### src/rtl/reg_file_mp.sv
// Multi-read-port register file with write-to-read bypass and a per-register
// pending-write scoreboard. Register 0 is hard zero; SP_IDX resets to SP_INIT.
module reg_file_mp_rdport #(
  parameter int DATA_W = 32,
  parameter int ADDR_W = 5
) (
  input  logic              clk,
  input  logic              rst_n,
  input  logic              i_en,
  input  logic [ADDR_W-1:0] i_addr,
  input  logic [DATA_W-1:0] i_rdval,
  input  logic              i_pend,
  input  logic              i_wr_en,
  input  logic [ADDR_W-1:0] i_wr_addr,
  input  logic [DATA_W-1:0] i_wr_data,
  output logic [DATA_W-1:0] o_data,
  output logic              o_busy
);
  logic              w_nz;
  logic              w_wr_hit;
  logic [DATA_W-1:0] w_next;
  logic [DATA_W-1:0] r_data;

  assign w_nz     = (i_addr != '0);
  assign w_wr_hit = i_wr_en && (i_wr_addr == i_addr) && w_nz;
  // A same-cycle write to this address both forwards its data and retires the hazard.
  assign w_next   = w_wr_hit ? i_wr_data : (w_nz ? i_rdval : '0);
  assign o_busy   = i_pend && w_nz && !w_wr_hit;
  assign o_data   = r_data;

  always_ff @(posedge clk or negedge rst_n) begin
    if (!rst_n)    r_data <= '0;
    else if (i_en) r_data <= w_next;
  end
endmodule

module reg_file_mp #(
  parameter int DATA_W  = 32,
  parameter int ADDR_W  = 5,
  parameter int NRD     = 2,
  parameter int SP_IDX  = 29,
  parameter int SP_INIT = 252
) (
  input  logic                  clk,
  input  logic                  rst_n,
  input  logic [NRD-1:0]        rd_en,
  input  logic [NRD*ADDR_W-1:0] rd_addr,
  output logic [NRD*DATA_W-1:0] rd_data,
  output logic [NRD-1:0]        rd_busy,
  input  logic                  wr_en,
  input  logic [ADDR_W-1:0]     wr_addr,
  input  logic [DATA_W-1:0]     wr_data,
  input  logic                  pend_set,
  input  logic [ADDR_W-1:0]     pend_addr
);
  localparam int DEPTH = 2**ADDR_W;

  logic [DEPTH-1:0][DATA_W-1:0] r_regs;
  logic [DEPTH-1:0]             r_pend;
  logic [NRD-1:0][ADDR_W-1:0]   w_raddr;
  logic [NRD-1:0][DATA_W-1:0]   w_rdata;
  logic                         w_wr_ok;
  logic                         w_set_ok;

  assign w_raddr  = rd_addr;
  assign rd_data  = w_rdata;
  assign w_wr_ok  = wr_en && (wr_addr != '0);
  assign w_set_ok = pend_set && (pend_addr != '0);

  always_ff @(posedge clk or negedge rst_n) begin
    if (!rst_n) begin
      for (int k = 0; k < DEPTH; k++)
        r_regs[k] <= (k == SP_IDX && k != 0) ? DATA_W'(SP_INIT) : '0;
    end else if (w_wr_ok) begin
      r_regs[wr_addr] <= wr_data;
    end
  end

  // Clear-on-write first, then set, so a simultaneous set to the same address wins.
  always_ff @(posedge clk or negedge rst_n) begin
    if (!rst_n) begin
      r_pend <= '0;
    end else begin
      if (w_wr_ok)  r_pend[wr_addr]   <= 1'b0;
      if (w_set_ok) r_pend[pend_addr] <= 1'b1;
    end
  end

  for (genvar g = 0; g < NRD; g++) begin : g_rd
    reg_file_mp_rdport #(.DATA_W(DATA_W), .ADDR_W(ADDR_W)) u_rd (
      .clk       (clk),
      .rst_n     (rst_n),
      .i_en      (rd_en[g]),
      .i_addr    (w_raddr[g]),
      .i_rdval   (r_regs[w_raddr[g]]),
      .i_pend    (r_pend[w_raddr[g]]),
      .i_wr_en   (wr_en),
      .i_wr_addr (wr_addr),
      .i_wr_data (wr_data),
      .o_data    (w_rdata[g]),
      .o_busy    (rd_busy[g])
    );
  end
endmodule

### config.mk
export PLATFORM = sky130hd
export DESIGN_NAME = reg_file_mp
export DESIGN_NICKNAME = d
export VERILOG_FILES = /design/src/rtl/reg_file_mp.sv
export SDC_FILE = /design/constraint.sdc
export NUM_CORES = 2
export LEC_CHECK = 0
export ABC_CLOCK_PERIOD_IN_PS = 2100
export BUFFER_PORTS_ARGS = -buffer_cell sky130_fd_sc_hd__buf_2
export CORE_MARGIN = 2
export CORE_UTILIZATION = 55
export CTS_BUF_LIST = sky130_fd_sc_hd__clkbuf_8
export CTS_CLUSTER_SIZE = 40
export DETAILED_ROUTE_END_ITERATION = 10
export GPL_ROUTABILITY_DRIVEN = 1
export GPL_TIMING_DRIVEN = 0
export PLACE_DENSITY = 0.86
export REMOVE_ABC_BUFFERS = 1
export SLEW_MARGIN = 20
export SYNTH_ARGS = -nofsm -noshare
export SYNTH_HDL_FRONTEND = slang
export SYNTH_HIERARCHICAL = 1
export SYNTH_SLANG_ARGS = --single-unit
export TNS_END_PERCENT = 5
### constraint.sdc
create_clock -name clk -period 2.1 [get_ports clk]
set_input_delay 0.42 -clock clk [delete_from_list [all_inputs] [get_ports clk]]
set_output_delay 0.42 -clock clk [all_outputs]
set_load 0.005 [all_outputs]
==> results.cfg <==
[status]
status = finished, violations left
violations = DRC, setup timing

[routing]
dr_total_vias = 46700
wl_per_cell_um = 31.8
routed_wl_um = 206000
via_per_inst = 7.21
postRouteAntennaNets = 0
drt_iter0_markers = 7286
drc = 72
first_pass_iters = 11

[cts]
clock_latency_ns = 0.91
cts.sinks = 1120
clkTransAtPathRegs_ns = 0.06
tritoncts = done
cts_made_buffers = 177
clk_path_buf_depth = 3
htreeDepth = 4
root_buffer = clkbuf_8

[layout]
final_net_count = 4978
utilization = 0.628
fin_area_mm2 = 0.0682
area_growth_pct = 13.2
drive_above_1_share = 0.316

[die]
die_w_um = 335
num_rows = 121
ioPinCount = 124
die_h_um = 335
core_mm2 = 0.109
dieArea_mm2 = 0.112
start_util = 0.554

[worst_setup_path]
cp-end-kind = primary output
cp_num_cells = 9
crit_top_cell = buf_2
path_class = input port to primary output
cp_slowest_cell = and2_4
r2r.worst_path.cells = 5
path_delay_family = buffers and inverters
path_max_fanout = 38
r2r-end = g_rd[0].u_rd/o_data[0]
slowest_delay_ns = 0.54
cp-endpoint = rd_busy[0]
reg2reg_from = r_regs[640]
path_cells = buf_2 -> and2_4 -> buf_16 -> a21oi_1 -> a31oi_2 -> nand3_4 -> o21ai_2 -> a31oi_1 -> buf_2
crit_path_start_kind = input port
critical_path_buf_inv_count = 3
arrival_ns = 2.52
crit_path_start = rd_addr[2]
worstPathRequired_ns = 1.68
r2r_slack_ns = 0.25

[global_routing]
grt_max_degree = 131
grt.total_usage = 0.359
grt_pass1_wl_um = 302000
grt-ovfl-total = 0
antenna_found_initial = 6
first_global_vias = 47500

[synthesis]
netlist_area_mm2 = 0.0602
synth_top_family_by_area = multiplexers
syn_inst = 4964
synth_edf_count = 0
yosys_warnings = 6
syn_avg_cell_area_um2 = 12.1
synthFlopType = dfrtp_1
synth_mux_area_frac = 0.361
yosys.area_share.simple = 0.0506
synth_async_sr_flop_share = 1.00
synth_xor_area_frac = 0.00145
synth-adder-area-share = 0
synth-seq-area-share = 0.465
synth-compound-area-share = 0.0808
ys_ff_latch = 1120
synth_cell_types = 51

[timing]
fmax_ghz = 0.340
finalSetupViolations = 349
fin_crit_sh = 1.40
worst_pin_slew_ns = 1.01
hold_viol = 0
finalWorstSetupSlack_ns = -0.838
layout_min_cycle_time_ns = 2.94
rsz0062_at_grt = yes
slew_violations = 0
skew_ns = 0.0481
maxSlewHeadroom = 0.327

[place]
dp_hpwl_um = 117000
placed_area_mm2 = 0.0639
port_buffers = 123
place_congestion = 0.801

[pwr]
p_per_area_mw_per_mm2 = 896
total_leakage_power_nw = 32.4
irDropWorstVdd_mv = 0.696

[run]
maxCapViolCount = 0

[min_path]
hold_class = input port to register
==> synthesized netlist by cell type (all sizes together), types with 12 or more instances <==
cell,instances,share of area
nand2,161,0.010
mux2i,1054,0.18
inv,13,0.00081
a22oi,330,0.041
a22o,77,0.011
buf,271,0.025
o22ai,12,0.0012
a21oi,132,0.011
mux2,992,0.19
a221o,64,0.011
clkbuf,247,0.015
nor2b,74,0.0077
nand4,34,0.0035
a31oi,37,0.0038
nand3,235,0.020
nor3,40,0.0038
nor2,17,0.0014
dfrtp,1114,0.46
==> flip-flops by register name, indices dropped and copies added, names as in the netlist <==
| signal | count |
|---|---|
| g_rd.u_rd/o_data | 64 |
| r_pend | 32 |
| r_regs | 1024 |
==> metal layers <==
layer  wire (um)  up-vias  GRT usage  part of all wire
met4       14400        6      0.218             0.070
li1            -    18400          -                 -
met5         178        -     0.0109           0.00086
met2       87500     3714      0.517              0.43
met3       28400     1117      0.144              0.14
met1       75200    23400      0.451              0.37
==> layout make-up <==
cell class                 count  area (um2)
fill                        7503       40500
multi-input combinational   3314       30100
sequential                  1120       28000
timing repair buffer         294        4640
clock buffer                 223        3070
tap                         1414        1770
clock inverter                94         523
inverter                      13        48.8
antenna                        5        12.5
==> report_power, final <==
| part | total (mW) | internal [mW] | switching [mW] |
|---|---|---|---|
| clock | 19.1 | 9.85 | 9.26 |
| sequential | 29.1 | 25.7 | 3.39 |
| combinational | 13.0 | 6.58 | 6.37 |
==> logic make-up after synthesis <==
logic type / Yosys count
compound gates: 666
xor+xnor: 10
buf+inv: 531
flops: 1120
mux: 2046
simple gates: 591
==> cell usage in the layout, fill, tap and decap left out, types with 10 or more instances in the layout <==
cell type,netlist,routed
dfrtp_1,1114,1114
mux2i_1,1054,1050
mux2_2,979,979
a22oi_1,330,330
nand3_1,233,231
clkbuf_8,0,223
nand2_1,160,144
a21oi_1,132,132
buf_2,197,114
buf_16,0,89
a22o_1,77,77
inv_1,13,69
nor2b_1,74,68
a221o_1,64,64
buf_12,0,42
nor3_1,36,35
nand4_1,34,34
a31oi_1,37,34
clkinv_2,0,22
nand2_4,0,16
mux2_1,13,13
o22ai_1,12,12
buf_8,0,11
nor2_4,1,10
==> worst min-delay path by stage <==
stage,endpoint,slack [ns],from,cells after the start
2_1_floorplan,g_rd[0].u_rd/o_data[0],0.12,rst_n,0
3_3_place_gp,r_regs[4],0.38,r_regs[4],0
3_5_place_dp,r_regs[344],0.33,rst_n,1
4_1_cts,r_pend[14],0.1,wr_addr[4],3
5_1_grt,r_pend[14],0.15,wr_addr[4],3
6_report,r_regs[932],0.14,wr_data[4],2
==> repair_timing <==
action / 4_1_cts / 5_1_grt
gates resized for setup: 14 / 12
setup endpoints to repair: 66 / 693
cloned: 9 / 4
setup buffers: 3 / 0
pin swaps: 17 / 10
hold buffers: 13 / 1
endpoints found under the hold margin: 149 / 142
==> metrics by stage <==
stage	power (mW)	instances	hold WS (ns)	worst slack (ns)	setup TNS, ns
after CTS	60.4	6468	0.0960	-0.849	-169.97
after global routing	63.2	6474	0.146	-0.931	-145.90
after detailed placement	41.3	6126	0.333	-1.46	-661.27
after floorplan	36.3	4446	0.124	-3.94	-322.97
final	61.1	6477	0.141	-0.838	-63.14
after global placement	41.5	5983	0.384	-22.93	-
(Power assumes the default switching activity.)
